### src/rtl/mem_pkg.sv
// mem_pkg: shared state encoding and constants for the data memory stage.
package mem_pkg;
    typedef enum logic [1:0] {IDLE, ACCESS, DONE} mem_state_t;
    localparam int DEFAULT_TIMEOUT = 16;
    localparam logic [7:0] BE_DWORD = 8'hFF;
endpackage

### src/rtl/mem_lane_align.sv
// mem_lane_align: byte-lane enables, store-data replication and zero-extended load-lane extraction.
module mem_lane_align
    import mem_pkg::*;
(
    input  logic        byte_op_i,
    input  logic [2:0]  lane_i,
    input  logic [63:0] wdata_i,
    input  logic [63:0] rdata_i,
    output logic [7:0]  be_o,
    output logic [63:0] wdata_o,
    output logic [63:0] rdata_o
);
    assign be_o    = byte_op_i ? 8'b1 << lane_i : BE_DWORD;
    assign wdata_o = byte_op_i ? {8{wdata_i[7:0]}} : wdata_i;
    assign rdata_o = byte_op_i ? {56'h0, rdata_i[{lane_i, 3'b000} +: 8]} : rdata_i;
endmodule

### src/rtl/data_mem_stage.sv
// data_mem_stage: LDUR/STUR/LDURB/STURB against a req/ack data memory with timeout,
// producing a one-cycle write-back pulse; non-memory ops pass through in one cycle.
module data_mem_stage
    import mem_pkg::*;
#(
    parameter int TIMEOUT_CYCLES = DEFAULT_TIMEOUT
) (
    input  logic        clk,
    input  logic        reset,
    input  logic        valid,
    input  logic [63:0] alu_result,
    input  logic [63:0] ReadData2,
    input  logic        MemRead,
    input  logic        MemWrite,
    input  logic        byte_op,
    output logic        mem_req,
    output logic        mem_we,
    output logic [63:0] mem_addr,
    output logic [63:0] mem_wdata,
    output logic [7:0]  mem_be,
    input  logic [63:0] mem_rdata,
    input  logic        mem_ack,
    output logic        stall,
    output logic        wb_valid,
    output logic [63:0] wb_data,
    output logic        err
);
    localparam int CW = $clog2(TIMEOUT_CYCLES + 1);
    localparam logic [CW-1:0] LIMIT = CW'(TIMEOUT_CYCLES);

    mem_state_t    state_q;
    logic [CW-1:0] cnt_q;
    logic          byte_q;
    logic [2:0]    lane_q;
    logic          mem_op;
    logic          misalign;
    logic          al_byte;
    logic [2:0]    al_lane;
    logic [7:0]    al_be;
    logic [63:0]   al_wdata;
    logic [63:0]   al_rdata;
    logic [CW-1:0] cnt_inc;

    assign mem_op   = MemRead | MemWrite;
    assign misalign = !byte_op && (alu_result[2:0] != 3'd0);
    assign cnt_inc  = cnt_q + 1'b1;
    assign stall    = (state_q == ACCESS) || (state_q == IDLE && valid);
    // Lane select follows the live inputs at accept time, the captured lane while the access is open.
    assign al_byte  = (state_q == IDLE) ? byte_op : byte_q;
    assign al_lane  = (state_q == IDLE) ? alu_result[2:0] : lane_q;

    mem_lane_align u_align (
        .byte_op_i (al_byte),
        .lane_i    (al_lane),
        .wdata_i   (ReadData2),
        .rdata_i   (mem_rdata),
        .be_o      (al_be),
        .wdata_o   (al_wdata),
        .rdata_o   (al_rdata)
    );

    always_ff @(posedge clk) begin
        if (reset) begin
            state_q   <= IDLE;
            cnt_q     <= '0;
            byte_q    <= 1'b0;
            lane_q    <= 3'd0;
            mem_req   <= 1'b0;
            mem_we    <= 1'b0;
            mem_addr  <= 64'h0;
            mem_wdata <= 64'h0;
            mem_be    <= 8'h00;
            wb_valid  <= 1'b0;
            wb_data   <= 64'h0;
            err       <= 1'b0;
        end else begin
            wb_valid <= 1'b0;
            err      <= 1'b0;
            case (state_q)
                IDLE: if (valid) begin
                    if (mem_op && !misalign) begin
                        state_q   <= ACCESS;
                        cnt_q     <= '0;
                        mem_req   <= 1'b1;
                        mem_we    <= !MemRead;
                        mem_addr  <= {alu_result[63:3], 3'b000};
                        mem_wdata <= al_wdata;
                        mem_be    <= al_be;
                        byte_q    <= byte_op;
                        lane_q    <= alu_result[2:0];
                    end else begin
                        state_q  <= DONE;
                        wb_valid <= 1'b1;
                        err      <= mem_op;
                        wb_data  <= mem_op ? 64'h0 : alu_result;
                    end
                end
                ACCESS: begin
                    cnt_q <= cnt_inc;
                    // An ack arriving on the limit cycle still completes cleanly.
                    if (mem_ack || cnt_inc == LIMIT) begin
                        state_q  <= DONE;
                        mem_req  <= 1'b0;
                        mem_we   <= 1'b0;
                        wb_valid <= 1'b1;
                        err      <= !mem_ack;
                        wb_data  <= (mem_ack && !mem_we) ? al_rdata : 64'h0;
                    end
                end
                default: state_q <= IDLE;
            endcase
        end
    end
endmodule

### config.mk
export PLATFORM = sky130hd
export DESIGN_NAME = data_mem_stage
export DESIGN_NICKNAME = d
export VERILOG_FILES = /design/src/rtl/mem_pkg.sv /design/src/rtl/mem_lane_align.sv /design/src/rtl/data_mem_stage.sv
export SDC_FILE = /design/constraint.sdc
export NUM_CORES = 1
export LEC_CHECK = 0
export ABC_AREA = 1
export CORE_ASPECT_RATIO = 0.6
export CORE_UTILIZATION = 40
export DETAILED_ROUTE_END_ITERATION = 8
export GPL_ROUTABILITY_DRIVEN = 0
export GPL_TIMING_DRIVEN = 0
export PLACE_DENSITY_LB_ADDON = 0.2
export SKIP_LAST_GASP = 1
export SYNTH_ARGS = -nofsm -noshare
export SYNTH_HDL_FRONTEND = slang
export SYNTH_SLANG_ARGS = --single-unit
export TNS_END_PERCENT = 100
### constraint.sdc
create_clock -name clk -period 4.88 [get_ports clk]
set_input_delay 0.976 -clock clk [delete_from_list [all_inputs] [get_ports clk]]
set_output_delay 0.976 -clock clk [all_outputs]
set_load 0.01 [all_outputs]
==> results of run 1 <==
-- power by group through the flow --
| stage | sequential, uW | combinational [uW] | clock [uW] |
|---|---|---|---|
| after floorplan | 2070 | 503 | 0 |
| after global placement | 2000 | 1240 | 0 |
| after detailed placement | 2000 | 1260 | 0 |
| after CTS | 1970 | 1270 | 1560 |
| after global routing | 1980 | 1390 | 1630 |
| final | 1970 | 1280 | 1540 |
-- logic make-up after synthesis --
| group | after synthesis | share of synthesized area, % |
|---|---|---|
| DFF | 212 | 45.52 |
| buffers and inverters | 190 | 8.616 |
| AOI/OAI and AO/OA | 361 | 19.77 |
| and+or+nand+nor | 605 | 25.73 |
| adders and majority gates | 1 | 0.1342 |
| other | 1 | 0.04022 |
| xor gates and xnor gates | 2 | 0.1879 |
-- worst min path at each step --
| stage | start | end | slack (ns) | depth (start not counted) |
|---|---|---|---|---|
| 2_1_floorplan | lane_q[2] | lane_q[2] | 0.43 | 2 |
| 3_3_place_gp | lane_q[2] | lane_q[2] | 0.45 | 2 |
| 3_5_place_dp | lane_q[2] | lane_q[2] | 0.45 | 2 |
| 4_1_cts | lane_q[2] | lane_q[2] | 0.46 | 2 |
| 5_1_grt | lane_q[1] | lane_q[1] | 0.49 | 2 |
| 6_report | lane_q[2] | lane_q[2] | 0.46 | 2 |
-- layout make-up --
type / count / share of cell area (%)
Multi-Input combinational cell: 972 / 29.83
Sequential cell: 212 / 29.56
Timing Repair Buffer: 400 / 27.89
Clock buffer: 27 / 4.096
Buffer: 99 / 3.216
Tap cell: 308 / 2.684
Inverter: 91 / 2.379
Clock inverter: 9 / 0.3399
-- stage by stage --
stage / setup slack, ns / instance area [um^2] / cells
3_5_place_dp: 1.125 / 13720 / 2082
2_1_floorplan: 2.704 / 9330 / 1374
5_1_grt: 1.396 / 14360 / 2118
3_3_place_gp: 1.178 / 13720 / 2082
4_1_cts: 1.537 / 14360 / 2118
6_report: 1.528 / 14360 / 2118
-- worst max-delay path, stage by stage, from the launching register on --
cell,delay [ns]
dfxtp_1,0.38
inv_1,0.08
nor2_2,0.26
inv_2,0.19
clkbuf_1,0.28
nand2_1,0.12
clkdlybuf4s50_1,0.57
-- cells in the final DEF (no fill, tap or decap), drive strengths merged --
| master | count |
|---|---|
| or2 | 2 |
| xor2 | 1 |
| conb | 3 |
| clkinv | 9 |
| nor2 | 287 |
| buf | 41 |
| a21oi | 110 |
| xnor2 | 1 |
| nand2 | 236 |
| inv | 91 |
| o31ai | 1 |
| nand3b | 1 |
| nand3 | 79 |
| ha | 1 |
| clkbuf | 85 |
| o21ai | 250 |
| dfxtp | 212 |
| clkdlybuf4s50 | 400 |
-- state kept, by name, indices dropped and copies added (netlist names), 2 cells and up --
name and flops:
cnt_q 5, lane_q 3, mem_addr 61, mem_be 8, mem_wdata 64, state_q 2
wb_data 64
-- per-layer routing --
layer  part of all wire [%]  up-vias  wire [um]
met3                    9.3       50       3616
li1                       -     5272          -
met4                    1.8        0        720
met2                     42      469      16320
met1                     47     5025      18350
met5                      0        -          0
==> metrics.json, run 1 <==
{
  "cts_post_setup_buffers_inserted": {"value": 0},
  "synth_largest_area_cell": {"value": "dfxtp_1"},
  "grt_first_pass_wirelength": {"value": 57.84, "unit": "mm"},
  "drv_cap": {"value": 0},
  "area_delta_synth_final": {"value": 53.99, "unit": "%"},
  "critical_path.endpoint_type": {"value": "primary output"},
  "netlist_instances": {"value": 1372},
  "report.final.slew_viol_count": {"value": 0},
  "gr-total-overflow": {"value": 0},
  "post_cts_repair_resize_count": {"value": 0},
  "worst_setup_hold_path_clk_slew": {"value": 0.06, "unit": "ns"},
  "timing_worst_slew_pin_value": {"value": 0.8634, "unit": "ns"},
  "tritoncts_clock_tree": {"value": "built"},
  "synth_edf_count": {"value": 0},
  "syn_avg_cell_area": {"value": 6.795, "unit": "um^2"},
  "ranking_of_synthesized_cells_by_area": {"value": "dfxtp_1 46%, nor2_1 11%, o21ai_0 10%"},
  "num_rows": {"value": 42},
  "die_area": {"value": 0.02394, "unit": "mm^2"},
  "clock_sinks": {"value": 212},
  "io_pins": {"value": 404},
  "netSwitchingPower": {"value": 1465, "unit": "uW"},
  "int_power": {"value": 3325, "unit": "uW"},
  "layout.filler_cells": {"value": 2100},
  "floorplan.die.width": {"value": 199.1, "unit": "um"},
  "avgRoutedWirePerCell": {"value": 18.42, "unit": "um"},
  "grt_pass1_vias": {"value": 10106},
  "gr-max-usage-layer": {"value": "met2"},
  "seqCellArea": {"value": 0.004244, "unit": "mm^2"},
  "core": {"value": 0.02244, "unit": "mm^2"},
  "htreeDepth": {"value": 1},
  "power.share.switching": {"value": 30.58, "unit": "%"},
  "die_height": {"value": 120.3, "unit": "um"},
  "power.static_leakage": {"value": 0.005959, "unit": "uW"},
  "design.final.nets": {"value": 1997},
  "dp_hpwl": {"value": 30.26, "unit": "mm"},
  "worst_setup_path_start_kind": {"value": "flop"},
  "setup.worst_path.class": {"value": "reg -> out"},
  "final_hold_viol_count": {"value": 0},
  "grt_use_met2": {"value": 46.47, "unit": "%"},
  "insertion_delay": {"value": 0.50, "unit": "ns"},
  "place.port_buffers": {"value": 400},
  "synth_top_area_share": {"value": 45.52, "unit": "%"},
  "required": {"value": 3.90, "unit": "ns"},
  "synth-seq-cells": {"value": 212},
  "postLayoutCoreUtil": {"value": 63.98, "unit": "%"},
  "cts-hold-fix-buffers": {"value": 0},
  "design_power_total": {"value": 4790, "unit": "uW"},
  "dr.first_iter.drc_count": {"value": 915},
  "antenna_violating_nets_post_route": {"value": 0},
  "crit_end": {"value": "stall"},
  "grt_use_met1": {"value": 45.71, "unit": "%"},
  "finalClockSkew": {"value": 0.01421, "unit": "ns"},
  "final.hold.worst_slack": {"value": 0.4620, "unit": "ns"},
  "drive_above_1_share": {"value": 5.138, "unit": "%"},
  "pwr-share-seq": {"value": 41.1, "unit": "%"},
  "final_wirelength": {"value": 39.01, "unit": "mm"},
  "power.combinational.fraction": {"value": 26.7, "unit": "%"},
  "post-synth-top-count-cell": {"value": "nor2_1"},
  "synth.cell_area": {"value": 0.009323, "unit": "mm^2"},
  "share_of_synthesized_flip_flops_with_an_asynchronous_set_or_reset": {"value": 0, "unit": "%"},
  "r2r.worst_path.cells": {"value": 7},
  "worst-endpoint-arrival": {"value": 2.38, "unit": "ns"},
  "synth_sequential_area_ratio": {"value": 45.52, "unit": "%"},
  "clock_tree.root_cell": {"value": "clkbuf_16"},
  "yosys-top-cells-count": {"value": "284 x nor2_1, 235 x nand2_1, 212 x dfxtp_1, 187 x o21ai_0, 102 x a21oi_1"},
  "rr_endpoint": {"value": "mem_wdata[48]"},
  "path_max_fanout": {"value": 10},
  "status": {"value": "finished, final reports clean"},
  "timing.reg2reg.setup_slack": {"value": 2.43, "unit": "ns"},
  "multi_input_gate_area_in_the_final_layout": {"value": 0.004283, "unit": "mm^2"},
  "grt_setup_unrepaired": {"value": "false"},
  "setup_viol_count_final": {"value": 0},
  "fin_crit_sh": {"value": 68.69, "unit": "%"},
  "antenna-diode-count": {"value": 0},
  "grt_use_total": {"value": 31.39, "unit": "%"},
  "floorplan.initialDensity": {"value": 41.55, "unit": "%"},
  "drc": {"value": 0},
  "power.share.clock": {"value": 32.2, "unit": "%"},
  "num_vias": {"value": 10816},
  "ir_drop": {"value": 0.0002216, "unit": "V"},
  "ys_warn_count": {"value": 0},
  "finalSetupTns": {"value": 0, "unit": "ns"},
  "synth_cell_types": {"value": 29},
  "normalized_max_slew_margin": {"value": 42.38, "unit": "%"},
  "synth_ff_type": {"value": "dfxtp_1"},
  "initial_antenna_violation_count": {"value": 0},
  "hold_path.class": {"value": "reg -> reg"},
  "fmax": {"value": 0.2983, "unit": "GHz"},
  "drt_pre_antenna_iters": {"value": 5},
  "layout_min_cycle_time": {"value": 3.352, "unit": "ns"},
  "max-clock-path-buffers": {"value": 3},
  "drt-vias-per-instance": {"value": 5.107},
  "maximum_number_of_pins_on_one_net_before_global_route_repair": {"value": 15},
  "reg2reg_from": {"value": "state_q[1]"},
  "cts_inserted_buffers": {"value": 21},
  "power_density": {"value": 333.7, "unit": "mW/mm^2"},
  "crit_path_start": {"value": "state_q[0]"},
  "grt_util_met3": {"value": 7.615, "unit": "%"}
}
No activity file was read; power rests on OpenSTA's default activity.
==> run 2: changes to the inputs <==
Clock period 4.88 ns to 3.1 ns, I/O delays scaled along.
==> metrics.json, run 2 (synthesized netlist as in run 1, its figures left out) <==
{
  "status": {"value": "finished, final reports clean", "change": "unchanged"},
  "postLayoutCoreUtil": {"value": 63.96, "unit": "%", "change": "was 63.98%"},
  "clock_tree.root_cell": {"value": "clkbuf_16", "change": "unchanged"},
  "fmax": {"value": 0.3343, "unit": "GHz"},
  "path_max_fanout": {"value": 10, "change": "unchanged"},
  "die_area": {"value": 0.02394, "unit": "mm^2", "change": "unchanged"},
  "insertion_delay": {"value": 0.50, "unit": "ns", "change": "about the same"},
  "max-clock-path-buffers": {"value": 3, "change": "unchanged"},
  "drive_above_1_share": {"value": 5.141, "unit": "%", "change": "was 5.138%"},
  "worst_setup_hold_path_clk_slew": {"value": 0.06, "unit": "ns", "change": "about the same"},
  "grt_use_total": {"value": 31.39, "unit": "%", "change": "unchanged"},
  "core": {"value": 0.02244, "unit": "mm^2", "change": "unchanged"},
  "cts_inserted_buffers": {"value": 21, "change": "unchanged"},
  "die_height": {"value": 120.3, "unit": "um", "change": "unchanged"},
  "hold_path.class": {"value": "reg -> reg", "change": "unchanged"},
  "final_area": {"value": 0.01435, "unit": "mm^2", "change": "was 0.01436 mm^2"},
  "design.final.nets": {"value": 1996, "change": "was 1997"},
  "layout.filler_cells": {"value": 2101, "change": "was 2100"},
  "gr-total-overflow": {"value": 0, "change": "unchanged"},
  "setup_viol_count_final": {"value": 0, "change": "unchanged"},
  "initial_antenna_violation_count": {"value": 0, "change": "unchanged"},
  "drc": {"value": 0, "change": "unchanged"},
  "instance_count_along_the_most_critical_hold_path": {"value": 2, "change": "unchanged"},
  "area_delta_synth_final": {"value": 53.95, "unit": "%", "change": "was 53.99%"},
  "drt-vias-per-instance": {"value": 5.124, "change": "was 5.107"},
  "drt_pre_antenna_iters": {"value": 5, "change": "unchanged"},
  "final_wirelength": {"value": 38.97, "unit": "mm", "change": "was 39.01 mm"},
  "critical_path.endpoint_type": {"value": "flop", "change": "was primary output"},
  "tritoncts_clock_tree": {"value": "built", "change": "unchanged"},
  "grt_setup_unrepaired": {"value": "false", "change": "unchanged"},
  "detailedPlace.worstSlack": {"value": -0.2993, "unit": "ns", "change": "was 1.125 ns"},
  "setup.worst_path.class": {"value": "in -> reg", "change": "was reg -> out"},
  "antenna-diode-count": {"value": 0, "change": "unchanged"},
  "final_common_cell": {"value": "clkdlybuf4s50_1", "change": "unchanged"},
  "design_power_total": {"value": 7542, "unit": "uW", "change": "was 4790 uW"},
  "floorplan.die.width": {"value": 199.1, "unit": "um", "change": "unchanged"},
  "cts-hold-fix-buffers": {"value": 0, "change": "unchanged"},
  "final_hold_viol_count": {"value": 0, "change": "unchanged"},
  "power_density": {"value": 525.5, "unit": "mW/mm^2", "change": "was 333.7 mW/mm^2"},
  "reg.largest.list": {"value": "mem_wdata x64, wb_data x64, mem_addr x61", "change": "unchanged"},
  "finalSetupTns": {"value": 0, "unit": "ns", "change": "unchanged"},
  "dp_hpwl": {"value": 30.26, "unit": "mm", "change": "unchanged"},
  "power.static_leakage": {"value": 0.005958, "unit": "uW", "change": "was 0.005959 uW"},
  "finalClockSkew": {"value": 0.01497, "unit": "ns", "change": "was 0.01421 ns"},
  "htreeDepth": {"value": 1, "change": "unchanged"},
  "num_vias": {"value": 10848, "change": "was 10816"},
  "clock_sinks": {"value": 212, "change": "unchanged"},
  "place_area": {"value": 0.01372, "unit": "mm^2", "change": "unchanged"},
  "place.port_buffers": {"value": 400, "change": "unchanged"},
  "worst-endpoint-arrival": {"value": 3.41, "unit": "ns", "change": "was 2.38 ns"},
  "critical-path-top-cell-by-count": {"value": "nor2_1"},
  "dr.first_iter.drc_count": {"value": 881, "change": "was 915"},
  "ir_drop": {"value": 0.0003495, "unit": "V", "change": "was 0.0002216 V"},
  "avgRoutedWirePerCell": {"value": 18.41, "unit": "um", "change": "was 18.42 um"},
  "timing_worst_slew_pin_value": {"value": 0.8643, "unit": "ns", "change": "was 0.8634 ns"},
  "report.final.slew_viol_count": {"value": 0, "change": "unchanged"},
  "maximum_number_of_pins_on_one_net_before_global_route_repair": {"value": 15, "change": "unchanged"},
  "required": {"value": 3.52, "unit": "ns", "change": "was 3.90 ns"},
  "grt_pass1_vias": {"value": 10106, "change": "unchanged"},
  "critical_path.cell_chain": {"value": "clkdlybuf4s50_1 -> nor2_2 -> nor2_1 -> nand2_1 -> buf_4 -> clkbuf_1 -> o21ai_0 -> nor2_1", "change": "was inv_1 -> nor2_2 -> inv_2 -> clkbuf_1 -> nand2_1 -> clkdlybuf4s50_1"},
  "post_cts_repair_resize_count": {"value": 0, "change": "unchanged"},
  "grt_first_pass_wirelength": {"value": 57.84, "unit": "mm", "change": "unchanged"},
  "fin_crit_sh": {"value": 96.51, "unit": "%"},
  "slowest_stage": {"value": "nor2_2", "change": "was clkdlybuf4s50_1"},
  "normalized_max_slew_margin": {"value": 42.32, "unit": "%", "change": "was 42.38%"},
  "floorplan.initialDensity": {"value": 41.55, "unit": "%", "change": "unchanged"},
  "worst_setup_path_start_kind": {"value": "primary input", "change": "was flop"},
  "layout_common_cells": {"value": "400 x clkdlybuf4s50_1, 284 x nor2_1, 235 x nand2_1, 212 x dfxtp_1, 187 x o21ai_0", "change": "unchanged"},
  "drv_cap": {"value": 0, "change": "unchanged"},
  "antenna_violating_nets_post_route": {"value": 0, "change": "unchanged"},
  "layout_setup_ws": {"value": 0.1083, "unit": "ns", "change": "was 1.528 ns"},
  "num_rows": {"value": 42, "change": "unchanged"},
  "io_pins": {"value": 404, "change": "unchanged"},
  "slowest_delay": {"value": 0.69, "unit": "ns", "change": "was 0.57 ns"},
  "layout_min_cycle_time": {"value": 2.992, "unit": "ns"},
  "r2r.worst_path.cells": {"value": 7, "change": "unchanged"}
}
[run 2: cell count changes in the layout (fill, tap and decap cells not counted), sizes merged]
cell,change
clkbuf,-1
[run 2: path summary, 6_finish.rpt]
kind / endpoint / start / slack [ns]
worst max-delay path: mem_addr[52] / MemRead / 0.11
worst min-delay path: lane_q[2] / lane_q[2] / 0.46
worst max register to register: mem_wdata[48] / state_q[1] / 0.64
worst min register to register: lane_q[2] / lane_q[2] / 0.46
[run 2: through the flow]
step | instances | hold WS, ns
floorplan | 1374 | 0.4337
global placement | 2082 | 0.4505
detailed placement | 2082 | 0.4546
CTS | 2118 | 0.4642
global route | 2117 | 0.4883
finish | 2117 | 0.4619
[run 2: repair_timing]
action,4_1_cts,5_1_grt
setup buffers,0,0
hold endpoints to repair,0,0
setup endpoints to repair,0,1
[run 2: layer usage]
metal / GRT usage [%] / up-vias / wire [um]
met5: 0 / - / 0
met4: 6.827 / 0 / 719
met3: 7.615 / 50 / 3712
met2: 46.47 / 492 / 16290
met1: 45.71 / 5039 / 18250
li1: - / 5267 / -
[run 2: layout make-up]
class	instances	area (um^2)	share of cell area (%)
Multi-Input combinational cell	972	4283	29.84
Sequential cell	212	4244	29.57
Timing Repair Buffer	400	4004	27.90
Clock buffer	27	588.1	4.097
Buffer	98	457.9	3.191
Tap cell	308	385.4	2.685
Inverter	91	341.6	2.380
Clock inverter	9	48.80	0.3400
[run 2: critical path, delay by kind of cell]
| kind | cells | cell delay, ns |
|---|---|---|
| simple gates | 4 | 1.41 |
| buf+inv | 3 | 1.19 |
| compound gates | 1 | 0.17 |
[run 2: report_power, final]
part	leakage (uW)	internal, uW	switching (uW)
registers	0.00174	2970	130
clock network	0.000325	1340	1090
logic	0.00389	926	1090
total	0.00596	5230	2310
